<file path="src/rtl/ticket_vend_ctrl.sv">
// ticket_vend_ctrl: multi-destination ticket vending controller.
// Accumulates coin credit for a selected destination, issues a one-hot
// ticket pulse plus change once the price is reached, and refunds on
// cancel or inactivity timeout. Coins that cannot be accepted are returned.
//
// Ports:
//   clk, rst          clock (rising edge), async active-low reset
//   sel_valid, sel    destination select strobe, 1..NUM_DEST
//   coin_valid, coin  coin strobe, code 01=5 10=10 11=20 00=invalid
//   cancel            refund request
//   credit            accumulated credit (registered)
//   busy              high while not IDLE
//   coin_reject       one-cycle pulse, previous coin returned
//   vend              one-hot one-cycle ticket pulse
//   change_valid      one-cycle pulse qualifying change
//   change            change / refund amount, 0 when change_valid low
module ticket_vend_ctrl #(
    parameter int NUM_DEST   = 3,
    parameter int SEL_W      = 2,
    parameter int CREDIT_W   = 6,
    parameter logic [NUM_DEST*CREDIT_W-1:0] PRICES = {6'd15, 6'd10, 6'd5},
    parameter int MAX_CREDIT = 40,
    parameter int TIMEOUT    = 1000
) (
    input  logic                clk,
    input  logic                rst,
    input  logic                sel_valid,
    input  logic [SEL_W-1:0]    sel,
    input  logic                coin_valid,
    input  logic [1:0]          coin,
    input  logic                cancel,
    output logic [CREDIT_W-1:0] credit,
    output logic                busy,
    output logic                coin_reject,
    output logic [NUM_DEST-1:0] vend,
    output logic                change_valid,
    output logic [CREDIT_W-1:0] change
);

    // Keep at least one timer bit so TIMEOUT=0 (disabled) still elaborates.
    localparam int TW = (TIMEOUT > 0) ? $clog2(TIMEOUT + 1) : 1;
    localparam logic [TW-1:0] TMO_LAST = (TIMEOUT > 0) ? TW'(TIMEOUT - 1) : '0;

    typedef enum logic [1:0] {IDLE, COLLECT, VEND, REFUND} state_t;

    state_t              state_q;
    logic [SEL_W-1:0]    dest_q;
    logic [CREDIT_W-1:0] credit_q;
    logic [TW-1:0]       timer_q;
    logic                busy_q;
    logic                coin_reject_q;
    logic [NUM_DEST-1:0] vend_q;
    logic                change_valid_q;
    logic [CREDIT_W-1:0] change_q;

    function automatic logic [CREDIT_W:0] coin_val(input logic [1:0] c);
        case (c)
            2'b01:   return (CREDIT_W+1)'(5);
            2'b10:   return (CREDIT_W+1)'(10);
            2'b11:   return (CREDIT_W+1)'(20);
            default: return '0;
        endcase
    endfunction

    function automatic logic [CREDIT_W-1:0] price_of(input logic [SEL_W-1:0] d);
        logic [CREDIT_W-1:0] p;
        p = '0;
        for (int i = 0; i < NUM_DEST; i++)
            if (d == SEL_W'(i + 1)) p = PRICES[i*CREDIT_W +: CREDIT_W];
        return p;
    endfunction

    logic                sel_ok;
    logic [CREDIT_W-1:0] price;
    logic [CREDIT_W:0]   sum;      // one extra bit so the ceiling check cannot wrap
    logic                coin_bad;
    logic                tmo_hit;

    always_comb begin
        sel_ok   = (sel != '0) && (sel <= SEL_W'(NUM_DEST));
        price    = price_of(dest_q);
        sum      = {1'b0, credit_q} + coin_val(coin);
        coin_bad = (coin == 2'b00) || (sum > (CREDIT_W+1)'(MAX_CREDIT));
        tmo_hit  = (TIMEOUT != 0) && (timer_q == TMO_LAST);
    end

    always_ff @(posedge clk or negedge rst) begin
        if (!rst) begin
            state_q        <= IDLE;
            dest_q         <= '0;
            credit_q       <= '0;
            timer_q        <= '0;
            busy_q         <= 1'b0;
            coin_reject_q  <= 1'b0;
            vend_q         <= '0;
            change_valid_q <= 1'b0;
            change_q       <= '0;
        end else begin
            // Pulse outputs default low every cycle.
            coin_reject_q  <= 1'b0;
            vend_q         <= '0;
            change_valid_q <= 1'b0;
            change_q       <= '0;
            case (state_q)
                IDLE: begin
                    timer_q <= '0;
                    if (coin_valid) coin_reject_q <= 1'b1;
                    if (sel_valid && sel_ok) begin
                        dest_q  <= sel;
                        state_q <= COLLECT;
                        busy_q  <= 1'b1;
                    end
                end
                COLLECT: begin
                    if (cancel || tmo_hit) begin
                        state_q <= REFUND;
                        timer_q <= '0;
                        if (coin_valid) coin_reject_q <= 1'b1;
                    end else if (coin_valid && coin_bad) begin
                        coin_reject_q <= 1'b1;
                        if (timer_q != '1) timer_q <= timer_q + 1'b1;
                    end else if (coin_valid) begin
                        credit_q <= sum[CREDIT_W-1:0];
                        timer_q  <= '0;
                        if (sum >= {1'b0, price}) state_q <= VEND;
                    end else begin
                        if (timer_q != '1) timer_q <= timer_q + 1'b1;
                    end
                end
                VEND: begin
                    vend_q         <= NUM_DEST'(1) << (dest_q - 1'b1);
                    change_valid_q <= 1'b1;
                    change_q       <= credit_q - price;
                    credit_q       <= '0;
                    state_q        <= IDLE;
                    busy_q         <= 1'b0;
                    if (coin_valid) coin_reject_q <= 1'b1;
                end
                REFUND: begin
                    change_valid_q <= (credit_q != '0);
                    change_q       <= credit_q;
                    credit_q       <= '0;
                    state_q        <= IDLE;
                    busy_q         <= 1'b0;
                    if (coin_valid) coin_reject_q <= 1'b1;
                end
                default: state_q <= IDLE;
            endcase
        end
    end

    assign credit       = credit_q;
    assign busy         = busy_q;
    assign coin_reject  = coin_reject_q;
    assign vend         = vend_q;
    assign change_valid = change_valid_q;
    assign change       = change_q;

endmodule

</file>
<file path="config.mk">
export PLATFORM = sky130hd
export DESIGN_NAME = ticket_vend_ctrl
export DESIGN_NICKNAME = d
export VERILOG_FILES = /design/src/rtl/ticket_vend_ctrl.sv
export SDC_FILE = /design/constraint.sdc
export NUM_CORES = 1
export LEC_CHECK = 0
export CAP_MARGIN = 5
export CORE_AREA = 2 2 66 68
export CTS_BUF_LIST = sky130_fd_sc_hd__clkbuf_8
export CTS_CLUSTER_DIAMETER = 30
export DETAILED_ROUTE_END_ITERATION = 8
export DIE_AREA = 0 0 68 70
export GPL_TIMING_DRIVEN = 0
export PLACE_DENSITY = 0.83
export SLEW_MARGIN = 15
export SYNTH_ARGS = -nofsm -noshare
export SYNTH_HDL_FRONTEND = slang
export SYNTH_SLANG_ARGS = --single-unit
</file>
<file path="constraint.sdc">
create_clock -name clk -period 3.4 [get_ports clk]
set_clock_uncertainty 0.05 [all_clocks]
set_input_delay 0.68 -clock clk [delete_from_list [all_inputs] [get_ports clk]]
set_output_delay 0.68 -clock clk [all_outputs]
set_load 0.01 [all_outputs]
</file>
==> metrics.txt, run 1 <==
first-pass GRT wire length=8.47 mm; Core Util, Final=0.646; fin crit period=between 3 and 4 ns; mux cell area share after synthesis=0.0101; Synth Area per Inst=roughly 9 sq um; Longest Clk Path Bufs=2; Worst EP required=about 3.6 ns; Sw Ratio=0.411; WHS=between 0.3 and 0.4 ns; Clock Sink Count=32; share of layout cells above drive strength 1=0.123; RSZ-0062 raised after global routing=false; largest net degree at the start of global routing=33; Final Routed Wirelength=between 4 and 5 mm; crit path DAT=approximately 3.2 ns; FF-to-FF Start=credit[1]; Leak=between 1 and 1.5 nW; Slew Viols, Final=0; Area Growth Syn to Fin=19.8%; Post-Syn Area=roughly 2200 sq um; simple-gate share of the synthesized area=0.217; vias in the first global route=about 1800; Synth Area in Adders=0.0964; most common cell in the netlist=dfrtp_1; GP Congestion=approximately 0.90; gr busiest metal=met2; antenna violations before repair=0; Die H=~70 microns; FP Rows=24; ys flop type=dfrtp_1; CORE AREA=between 4000 and 5000 sq um; fill count=349; sequential share of power=0.294; FF+latch count, synth=32; remaining antenna violation count=0; ys async rst share=1.00; Max stage delay cell, worst path=a2111o_1; met1 GRT Util=0.311; I/O Buffers=26; vias per cell=~5.8; syn nets=about 270; crit-path max cell delay=~0.43 ns; drt wl/cell=14.7 microns; TritonCTS clock tree=built; fmax=~330 MHz; R2R setup slack=0.62 ns; Chip Width=between 60 and 70 microns; Initial Util=0.539; clk root buf=clkbuf_8; IO Count=27; Peak VDD IR=between 0.4 and 0.5 mV; DRC=0; MaxCap Viol Count=0; Synth top area share=0.359; hold buffer count at cts=0; CP dominant cell by count=ha_1; crit path from=coin[0]; Iteration-0 DRC Markers=about 120; met2 Usage GRT=0.372; worst reg2reg endpoint=state_q[0]; grt total ovfl=0; Final setup viols=0; xor/xnor cell area share of the yosys netlist=0.0308; Post-synth EDFFs=0; Netlist cell types=a little under 60; worst slack, placed=-0.388 ns; Final Hold Violating Endpoints=0; 1st-pass router iterations=5; switching pwr=between 0.0007 and 0.0008 W; die area=roughly 4800 sq um; Worst Hold Class=in -> async; H-tree Lvls=2; clock-pin slew on the worst setup and hold paths=~0.07 ns; sequential share of the synthesized area=0.359; status=finished, final reports clean; fin worst setup slack=0.361 ns; Int Power=roughly 0.0011 W; Slew HR=0.524; worst-path maximum fanout=6; detailed-placement wirelength estimate=between 3 and 4 mm; Ys Warns=0; power share of the combinational group=0.551; top post-synthesis cells by area=dfrtp_1, ha_1, a21oi_1; Synth Area in Compound Gates=0.234; Synth Instances=around 250; global-route usage over all layers=0.232; dominant cell type by area after synthesis=dfrtp_1; via count=1957; Cell Chain, Critical Path=dlymetal6s2s_1 > nand2b_1 > inv_1 > ha_1 > a211oi_2 > o21bai_2 > xnor2_1 > ha_1 > o21ai_0 > a21oi_1 > a2111o_1 > a41o_1 > nand2_1; Worst-Margin Slew=roughly 0.71 ns; combinational family with the most area after synthesis=compound AO/OA/AOI/OAI gates; Worst-Skew Late Latency=slightly below 0.3 ns; Pwr Density=722 nW/um^2; ANT cells=0; startpoint types=input port; Crit Path Category=in -> reg; CP Capture Type=flip-flop; Clock power frac=0.155; Final nets=308; Worst Reg-to-Reg Cells=9; met3 usage=0.0419; CTS Buf Count=5; Synth top cells by count=dfrtp_1, nand2_1, a21oi_1; Tcrit/Tclk final=0.894
worst max-delay path by stage:
stage	end	cells past startpoint
global placement	state_q[0]	12
floorplan	state_q[0]	12
global route	state_q[0]	13
finish	state_q[0]	13
detailed placement	state_q[0]	12
CTS	state_q[0]	12
placed cells by master (no fill, tap or decap), types with 2 or more instances in the layout:
cell / Yosys / layout
nand2b_1: 4 / 4
o21ai_2: 2 / 2
mux2_2: 2 / 2
buf_6: 2 / 2
o211ai_1: 4 / 4
fa_1: 2 / 2
buf_4: 0 / 2
nor2b_1: 5 / 5
dlymetal6s2s_1: 0 / 2
inv_1: 13 / 15
buf_2: 2 / 3
o22a_1: 5 / 5
xnor2_1: 5 / 4
nor3_1: 4 / 4
and2_1: 7 / 7
dfrtp_1: 32 / 32
o21ai_1: 7 / 7
nand4_1: 5 / 5
nand3_1: 12 / 12
clkbuf_8: 0 / 6
a211o_1: 3 / 3
clkbuf_1: 9 / 9
clkdlybuf4s50_1: 0 / 23
nand2_1: 24 / 24
nor2_1: 12 / 12
a21oi_1: 23 / 23
ha_1: 14 / 14
and3_1: 4 / 4
o21ai_0: 12 / 12
power by group through the flow:
stage | logic, W | clock network, W | registers, W
detailed placement | 0.00103 | 0 | 0.000576
global placement | 0.000998 | 0 | 0.000566
global route | 0.00119 | 0.000319 | 0.000582
finish | 0.00106 | 0.000299 | 0.000568
CTS | 0.00105 | 0.000304 | 0.000569
floorplan | 0.000688 | 0 | 0.000584
per-stage QoR:
stage	std cells	power (W)	setup TNS [ns]	area, sq um
floorplan	248	0.00127	0	2230
global placement	326	0.00156	-1.90	2560
detailed placement	326	0.00161	-2.94	2550
CTS	335	0.00193	0	2660
global route	336	0.00209	0	2680
finish	336	0.00193	0	2680
final cells by class:
class	instances	area [sq um]	share of cell area
buffer	14	71.3	0.0267
clock buffer	6	82.6	0.0309
clock inverter	2	7.51	0.00281
inverter	13	48.8	0.0182
multi-input combinational	189	1320	0.495
sequential	32	801	0.299
tap	52	65.1	0.0243
timing repair buffer	28	275	0.103
cells by family after synthesis:
| logic type | after synthesis |
|---|---|
| AOI/OAI and AO/OA | 75 |
| DFF | 32 |
| adders and majority gates | 16 |
| xor gates and xnor gates | 7 |
| and+or+nand+nor | 89 |
| muxes | 2 |
| buffers and inverters | 27 |
flip-flops by register name, indices dropped and copies added, names as in the netlist:
| signal | cells |
|---|---|
| dest_q | 2 |
| timer_q | 10 |
| credit | 6 |
| coin_reject | 1 |
| vend | 3 |
| change_valid | 1 |
| change | 6 |
| state_q | 2 |
| busy | 1 |
critical path: cells and delay by family:
kind | cells | cell delay (ns)
buffers and inverters | 2 | 0.26
AND/OR/NAND/NOR | 2 | 0.24
adder cells (fa/ha/maj) | 2 | 0.57
XOR/XNOR | 1 | 0.17
AO/OA/AOI/OAI | 6 | 1.29
repair_timing:
item,CTS,global route
endpoints found under the setup margin,2,18
endpoints found under the hold margin,0,0
gates resized for setup,1,3
setup buffers,1,1
pin swaps,2,1
per-layer routing:
| layer | up-vias | share of wire |
|---|---|---|
| met1 | 940 | 0.45 |
| li1 | 960 | - |
| met2 | 51 | 0.49 |
| met5 | - | 0 |
| met4 | 0 | 0.015 |
| met3 | 6 | 0.043 |
Power figures use the tool's default switching activity.
==> run 2, diff against run 1 <==
--- a/config.mk
+++ b/config.mk
@@ -12,6 +12,7 @@
 export DETAILED_ROUTE_END_ITERATION = 8
 export DIE_AREA = 0 0 68 70
 export GPL_TIMING_DRIVEN = 0
+export MAX_ROUTING_LAYER = met4
 export PLACE_DENSITY = 0.83
 export SLEW_MARGIN = 15
 export SYNTH_ARGS = -nofsm -noshare
==> constraint.sdc (replaced) <==
create_clock -name clk -period 3.4 [get_ports clk]
set_clock_uncertainty 0.05 [all_clocks]
set_input_delay 0.34 -clock clk [delete_from_list [all_inputs] [get_ports clk]]
set_output_delay 0.34 -clock clk [all_outputs]
set_load 0.01 [all_outputs]
==> run 2 against run 1 <==
Against the previous run:
- critical path depth decreased by 1
- cell count decreased by 0.60%
- sequential power about the same
- worst hold slack got worse by 0.34 ns
- fmax decreased by 5.0%
- total power decreased by 1.2%
- utilization decreased by 0.75 points
- die area unchanged
- sequential share of layout area increased by 0.35 points
- critical endpoint unchanged
- largest power group unchanged
- highest routed layer unchanged
==> metrics.txt, run 2 (synthesized netlist as in run 1, its figures left out) <==
DRC=0; Post-CTS Setup Inserts=0; Slew Viols, Final=0; Post-DP Area=between 2000 and 3000 sq um; Post-Layout Cell Count=between 300 and 400; first-pass GRT wire length=around 8.5 mm; ANT cells=0; Longest Clk Path Bufs=2; startpoint types=input port; RSZ-0062 raised after global routing=false; fin crit period=3.20 ns; largest net degree at the start of global routing=33; commonest non-fill, non-tap cells in the layout=dfrtp_1, clkdlybuf4s50_1, nand2_1; drt wl/cell=~15 microns; Area Growth Syn to Fin=18.4%; Worst EP required=3.58 ns; final instance area=between 2000 and 3000 sq um; Final Routed Wirelength=roughly 5 mm; most common cell after layout, fill and taps aside=dfrtp_1; share of layout cells above drive strength 1=0.110; TritonCTS clock tree=built; Final setup viols=0; Sw Ratio=0.413; power share of the combinational group=0.545; antenna violations before repair=0; Worst-Skew Late Latency=about 0.29 ns; Pwr Density=approximately 720 nW/um^2; Initial Util=0.539; hold buffer count at cts=0; clk root buf=clkbuf_8; Largest register FFs=10; I/O Buffers=26; Clock Sink Count=32; detailed-placement wirelength estimate=3.67 mm; R2R setup slack=0.48 ns; Crit Path Category=in -> reg; 1st-pass router iterations=4; switching pwr=approximately 0.0008 W; post-cts resize count=0; Chip Width=roughly 70 microns; die area=4760 sq um; Clock power frac=0.156; IO Count=27; sequential share of power=0.299; CORE AREA=between 4000 and 5000 sq um; largest reg by FF count=timer_q; status=finished, final reports clean; Die H=roughly 70 microns; vias per cell=roughly 5.9; Final Hold Violating Endpoints=0; Tcrit/Tclk final=0.941; grt total ovfl=0; Peak VDD IR=between 0.3 and 0.4 mV; Iteration-0 DRC Markers=approximately 100; MaxCap Viol Count=0; FP Rows=24; vias in the first global route=around 1800; via count=~2000; DP Cell Count=326; CTS Buf Count=5; fmax=between 300 and 400 MHz; Int Power=around 0.0011 W; H-tree Lvls=2; Worst Hold Class=in -> async; Worst-Margin Slew=0.718 ns; Leak=roughly 1.2 nW; Slew HR=0.522; worst-path maximum fanout=6; Final nets=a little over 300; setup TNS=0 ns; CP Capture Type=flip-flop; global-route usage over all layers=0.239; remaining antenna violation count=0; clock-pin slew on the worst setup and hold paths=approximately 0.07 ns; GP Congestion=about 0.91; crit path DAT=roughly 3.4 ns
## run 2: cell types whose count changed in the layout (fill, tap and decap cells not counted), sizes merged
cell           change
buf                -2
clkdlybuf4s50      +2
dlymetal6s2s       -2
## run 2: worst paths after layout
check	start	to	cells after the start
setup / recovery	coin[0]	state_q[0]	12
hold / removal	rst	timer_q[8]	1
setup reg to reg	credit[1]	state_q[0]	9
hold reg to reg	dest_q[1]	vend[0]	1
max in group asynchronous	rst	vend[0]	1
min in group clk	dest_q[1]	vend[0]	1
## run 2: cell type report
cell class / instances / area (sq um)
Buffer: 14 / 71.3
Tap cell: 52 / 65.1
Sequential cell: 32 / 801
Multi-Input combinational cell: 189 / 1310
Clock inverter: 2 / 7.51
Fill cell: 354 / 1500
Timing Repair Buffer: 26 / 255
Inverter: 13 / 48.8
Clock buffer: 6 / 82.6
## run 2: critical path, stage by stage
cell	delay (ns)
clkdlybuf4s50_1	0.55
nor2b_1	0.16
ha_1	0.21
inv_1	0.07
fa_1	0.40
xnor2_1	0.37
ha_1	0.30
o21ai_0	0.15
a21oi_1	0.08
a2111o_1	0.44
a41o_1	0.26
nand2_1	0.06
## run 2: layer usage
layer  vias up  global-route usage  wire, microns
li1        961                   -              -
met1       948               0.314           2200
met2        55               0.372           2410
met3         6              0.0419            209
met4         0              0.0800             62
met5         -                   -              0
## run 2: metrics by stage
stage	total power, W	util	setup slack, ns	hold WS [ns]
after floorplan	0.00127	-	0.790	-0.00559
after global placement	0.00156	0.617	0.00140	0.429
after detailed placement	0.00161	0.616	-0.0478	0.385
after CTS	0.00191	0.638	0.236	0.0696
after global routing	0.00207	0.638	0.0240	0.109
final	0.00191	0.638	0.200	0.0529
## run 2: power by group through the flow
stage	Clock (W)	Sequential, W	Combinational (W)
after detailed placement	0	0.000576	0.00103
after floorplan	0	0.000584	0.000688
final	0.000298	0.000570	0.00104
after global routing	0.000320	0.000583	0.00117
after CTS	0.000304	0.000569	0.00104
after global placement	0	0.000566	0.000998
